File: src/rtl/dcacheline_wb_adapter.sv
// dcacheline_wb_adapter
//   Write-direction cache line adapter. It accepts one dirty line from the
//   D-cache writeback port and replays it to memory as a burst of BEATS beats.
//   Each beat is DATA_W bits wide. Only one burst is in flight at a time.
//
// Ports
//   clk         single clock; all state changes on its rising edge
//   rst         asynchronous reset, active low
//   dfp_addr    line address; the low OFF_W bits are ignored
//   dfp_write   writeback request, held high until dfp_resp
//   dfp_wdata   full line; beat k is dfp_wdata[k*DATA_W +: DATA_W]
//   dfp_resp    one-cycle pulse: the line has been accepted
//   bmem_ready  memory accepts the current beat this cycle
//   bmem_addr   aligned burst base address, constant over the burst
//   bmem_write  beat valid
//   bmem_wdata  current beat data
//
// Build option
//   DCACHE_WB_POSTED_EN  When defined, dfp_resp pulses in the first SEND
//                        cycle. The burst then drains from the internal copy
//                        and the RESP state is skipped. When undefined,
//                        dfp_resp follows the last accepted beat.
//                        The data sent on bmem is the same in both builds.
module dcacheline_wb_adapter #(
  parameter int DATA_W = 64,
  parameter int BEATS  = 4
) (
  input  logic                      clk,
  input  logic                      rst,
  input  logic [31:0]               dfp_addr,
  input  logic                      dfp_write,
  input  logic [DATA_W*BEATS-1:0]   dfp_wdata,
  output logic                      dfp_resp,
  input  logic                      bmem_ready,
  output logic [31:0]               bmem_addr,
  output logic                      bmem_write,
  output logic [DATA_W-1:0]         bmem_wdata
);

  localparam int LINE_W = DATA_W * BEATS;
  localparam int OFF_W  = $clog2(LINE_W / 8);
  localparam int BEAT_W = (BEATS > 1) ? $clog2(BEATS) : 1;
  localparam logic [BEAT_W-1:0] LAST_BEAT = BEAT_W'(BEATS - 1);

  typedef enum logic [1:0] {
    IDLE = 2'd0,
    SEND = 2'd1,
    RESP = 2'd2
  } state_t;

  state_t              state_reg, state_next;
  logic [BEAT_W-1:0]   beat_reg,  beat_next;
  logic [LINE_W-1:0]   line_reg,  line_next;
  logic [31:0]         addr_reg,  addr_next;
  logic [31:0]         aligned_addr;
  logic [DATA_W-1:0]   beat_data [BEATS];
  logic                addr_offset_unused;

`ifdef DCACHE_WB_POSTED_EN
  // This flag is high only in the first SEND cycle after a capture.
  // The early acknowledge is raised in that cycle.
  logic                first_reg, first_next;
`endif

  // The byte offset within the line is dropped on purpose.
  // The burst always starts at the line base.
  assign aligned_addr       = {dfp_addr[31:OFF_W], {OFF_W{1'b0}}};
  assign addr_offset_unused = ^dfp_addr[OFF_W-1:0];

  generate
    for (genvar gi = 0; gi < BEATS; gi++) begin : g_beat
      assign beat_data[gi] = line_reg[gi*DATA_W +: DATA_W];
    end
  endgenerate

  always_ff @(posedge clk or negedge rst) begin
    if (!rst) begin
      state_reg <= IDLE;
      beat_reg  <= '0;
      line_reg  <= '0;
      addr_reg  <= '0;
`ifdef DCACHE_WB_POSTED_EN
      first_reg <= 1'b0;
`endif
    end else begin
      state_reg <= state_next;
      beat_reg  <= beat_next;
      line_reg  <= line_next;
      addr_reg  <= addr_next;
`ifdef DCACHE_WB_POSTED_EN
      first_reg <= first_next;
`endif
    end
  end

  // The outputs depend only on the registers.
  // An asynchronous reset therefore clears them at once, without a clock edge.
  always_comb begin
    state_next = state_reg;
    beat_next  = beat_reg;
    line_next  = line_reg;
    addr_next  = addr_reg;
`ifdef DCACHE_WB_POSTED_EN
    first_next = 1'b0;
`endif
    dfp_resp   = 1'b0;
    bmem_write = 1'b0;
    bmem_addr  = '0;
    bmem_wdata = '0;

    case (state_reg)
      IDLE: begin
        if (dfp_write) begin
          line_next  = dfp_wdata;
          addr_next  = aligned_addr;
          beat_next  = '0;
          state_next = SEND;
`ifdef DCACHE_WB_POSTED_EN
          first_next = 1'b1;
`endif
        end
      end

      SEND: begin
        bmem_write = 1'b1;
        bmem_addr  = addr_reg;
        bmem_wdata = beat_data[beat_reg];
`ifdef DCACHE_WB_POSTED_EN
        dfp_resp   = first_reg;
`endif
        // Without ready everything holds, so the same beat is presented again.
        if (bmem_ready) begin
          beat_next = beat_reg + BEAT_W'(1);
          if (beat_reg == LAST_BEAT) begin
`ifdef DCACHE_WB_POSTED_EN
            state_next = IDLE;
`else
            state_next = RESP;
`endif
          end
        end
      end

      RESP: begin
        // A dfp_write that is still high here belongs to the line just finished.
        // It is ignored.
        dfp_resp   = 1'b1;
        state_next = IDLE;
      end

      default: state_next = IDLE;
    endcase
  end

endmodule

File: config.mk
export PLATFORM = sky130hd
export DESIGN_NAME = dcacheline_wb_adapter
export DESIGN_NICKNAME = d
export VERILOG_FILES = /design/src/rtl/dcacheline_wb_adapter.sv
export SDC_FILE = /design/constraint.sdc
export NUM_CORES = 1
export LEC_CHECK = 0
export ABC_AREA = 1
export BUFFER_PORTS_ARGS = -buffer_cell sky130_fd_sc_hd__buf_4
export CORE_MARGIN = 5
export CORE_UTILIZATION = 34
export CTS_CLUSTER_DIAMETER = 80
export DETAILED_ROUTE_END_ITERATION = 12
export SLEW_MARGIN = 10
export SYNTH_ARGS = -nofsm -noshare
export SYNTH_HDL_FRONTEND = slang
export SYNTH_SLANG_ARGS = --single-unit
File: constraint.sdc
create_clock -name clk -period 2 [get_ports clk]
set_input_delay 0.4 -clock clk [delete_from_list [all_inputs] [get_ports clk]]
set_output_delay 0.4 -clock clk [all_outputs]
set_load 0.005 [all_outputs]
==> results.txt <==
390 I/O pins were placed. The cell count after synthesis is 1752, and the die height is 210.5 um. Counting I/O delays and the setup requirement, the final critical path takes 2.305 ns.

After detailed placement, the design holds a cell count of 2585. The placed wire-length estimate is 29650 um. Root cell of the clock tree: clkbuf_16. Setup slack on the worst reg-to-reg path comes out at 0.41 ns. The run gives 0 as the number of hold-slack violations in the final timing report. For the layout net count, the log shows 2420. The areal power density over the cells was 1651 mW/mm^2. The multi-input combinational cells in the finished layout cover a total of 0.005394 sq mm. The run gives 21970 um as the length of routed met2 wiring.

In this run, distinct cell masters in the synthesized netlist total 19. At the later pin of the worst-skew pair, clock insertion delay measures 0.53 ns. For the worst setup path, the data arrival time is 1.90 ns. The library cells used most frequently in the layout, excluding fill and tap cells, are buf_4, inv_1, dfrtp_1. After floorplanning, the core was divided into 73 placement rows. The post-detailed-route wirelength per cell was 16.87 um; the fill cell instance count of the final layout was 3828. The critical path starts at state_reg[0].

Compared with the post-synthesis result, the final layout area differs by 44.31%. The startpoint identified for the worst register-to-register timing path is state_reg[0]. Across the run, the number of max-cap violations was 0. The number of global-route vias before repair is 12720. Path category of the worst min-delay check: input port to register. TritonCTS built the clock tree. The library cell used most frequently in the layout, excluding fill and tap cells, is buf_4. The worst hold path stage count came out at 3.

The logs give 0.1451 ns for the worst slack after detailed placement and 34.39% for the effective utilization at floorplan. The worst hold path begins at dfp_wdata[127]. The number of antenna violations at the first check in global routing is 0, and the area taken by flip-flops and latches is 0.007187 sq mm. The detailed router finished its first iteration with 727 violations.

The clock-pin slew reported for the worst setup and hold paths after clock tree synthesis is 0.06 ns. Across every metal layer, demand over resource in global routing totals 19.54%. After detailed routing, the number of vias per cell comes to 4.701.

The worst clock skew is 0.004998 ns. The fraction of layout instances using a drive strength above 1 is 32.09%, and the post-synthesis cell area is 0.01367 sq mm. The maximum net fanout on the critical path is 38. The register with the most flip-flops in the layout has 256 of them. The die covers 0.04430 sq mm.

The wire length on met3 was 3217 um; the core area was 0.03973 sq mm. Hold path endpoint: line_reg[127]. The tools report the endpoint of the worst register-to-register path as addr_reg[22]. No sink is reached through more buffers than the 3 on the longest clock path. The tools report the sequential element share of the synthesized area as 52.55%. The run gives 45150 um as the wire length reported by the detailed router.

Number of max-slew violations in the final report: 0. Summing the areas of all xor and xnor instances in the mapped netlist gives 0% of the synthesized area. For this block, wires on met1 add up to 19290 um. Overall power consumption after layout is estimated at 32.56 mW. The first TritonRoute pass finished after 5 iterations.

After global routing the overflow that remains totals 0. The tools report the total clock buffers created by CTS as 35. The critical path in this run is classified as register to output pin.

Buffers placed on the I/O ports in this run total 379. The number of cells on the worst reg-to-reg path came out at 7. The count of clock tree sinks is 287. For this design the static power due to leakage is 10.26 nW.

The tools report the kind of capture point of the worst setup path as an output pin. Across all hold checks on the routed design, the worst slack comes to 0.1078 ns. The filler-free cell count of the finished design came out at 2676. The number of warnings issued by yosys came out at 0. Entering global routing, the biggest net connects 93 pins. The setup slack after layout is -0.3048 ns, and the post-route clock period utilization is 115.2%.

In this run the remaining antenna-violating nets after routing total 0. For the final weighted congestion in routability-driven placement, the log shows 0.8133. The global-route wire length before repair is 69480 um. The checks that failed: setup timing.

Setup violations remaining at the end of the flow were counted as 91. The synthesized netlist devotes 14.15% of its cell area to compound gates. For the deepest level of the CTS H-tree, the log shows 2. After synthesis, the largest family of logic cells by area is simple AND/OR/NAND/NOR gates. Detailed routing inserted a total of 12580 vias. The flow ran to the end, but the final reports show violations. The detailed router used layers up to and including met4. The worst ir drop on vdd is 0.0009716 V, and the horizontal die dimension is 210.5 um. Setup repair after global routing could not meet its margin everywhere. The simple-gate area share of the yosys netlist came out at 20.61%. The worst setup path is launched from a register. The share of cell area taken by muxes after synthesis came out at 0%. A synthesized cell averages 7.800 sq um. The synthesized netlist devotes 0.09156% of its cell area to adder and majority cells. In the final timing run, aggregate negative setup slack is -20.85 ns. Static timing analysis puts the maximum clock frequency at 0.4339 GHz. After detailed routing, the number of remaining DRC violations is 0. Register bit count reported by yosys: 287.

STA puts the critical path data required time at 1.60 ns.
-- kinds of logic after synthesis --
family / count (synthesis)
compound gates: 349
fa+ha+maj: 1
buf+inv: 410
flops: 287
other cells: 1
simple gates: 704
-- what timing repair did --
item | CTS | global route
hold buffers | 1 | 0
buffers inserted | 14 | 1
resized for setup | 159 | 46
cloned | 9 | 5
hold endpoints to repair | 40 | 0
endpoints found under the setup margin | 91 | 91
pin swaps | 5 | 4
-- power breakdown --
part / switching (mW) / internal [mW]
Clock: 2.46 / 3.90
Combinational: 9.32 / 7.67
Sequential: 0.718 / 8.49
-- per-layer routing --
| metal | global-route usage, % | vias to the layer above |
|---|---|---|
| met4 | 4.136 | 0 |
| met2 | 32.52 | 359 |
| met5 | 0 | - |
| met1 | 25.83 | 6043 |
| met3 | 5.313 | 50 |
| li1 | - | 6127 |
-- synthesized netlist by cell type (all sizes together) --
master  instances  area, sq um
conb            1        3.750
nor3            1        5.000
o21ai           2        10.01
clkbuf         15        56.30
nand2         259        972.2
ha              1        12.51
nor2          312         1174
a21oi         347         1924
inv           290         1089
buf           105        571.8
dfrtp         287         7182
nand3         132        665.6
-- cell type report --
type / instances / share of cell area, %
diodes: 1 / 0.01269
clock buffers: 54 / 5.577
inverters: 290 / 5.596
clock inverters: 6 / 0.2982
multi-input cells: 1059 / 27.35
flip-flops and latches: 287 / 36.44
well taps: 525 / 3.331
repair buffers: 454 / 21.39
-- critical path, stage by stage, from the launching register on --
cell      delay (ns)
dfrtp_1         0.36
inv_2           0.06
nor2_4          0.14
clkinv_4        0.10
buf_4           0.15
buf_12          0.17
a21oi_2         0.21
buf_4           0.14
-- worst max path at each step --
stage / to / cells past startpoint
final: bmem_wdata[16] / 7
after global routing: bmem_wdata[16] / 7
after CTS: bmem_wdata[61] / 6
after detailed placement: bmem_wdata[61] / 6
after global placement: bmem_wdata[61] / 6
after floorplan: bmem_wdata[12] / 6
-- metrics by stage --
| step | cell area (sq um) | utilization [%] |
|---|---|---|
| 2_1_floorplan | 13680 | - |
| 3_3_place_gp | 17220 | 43.33 |
| 3_5_place_dp | 17220 | 43.33 |
| 4_1_cts | 19410 | 48.84 |
| 5_1_grt | 19720 | 49.63 |
| 6_report | 19720 | 49.64 |
(Power assumes the default switching activity.)
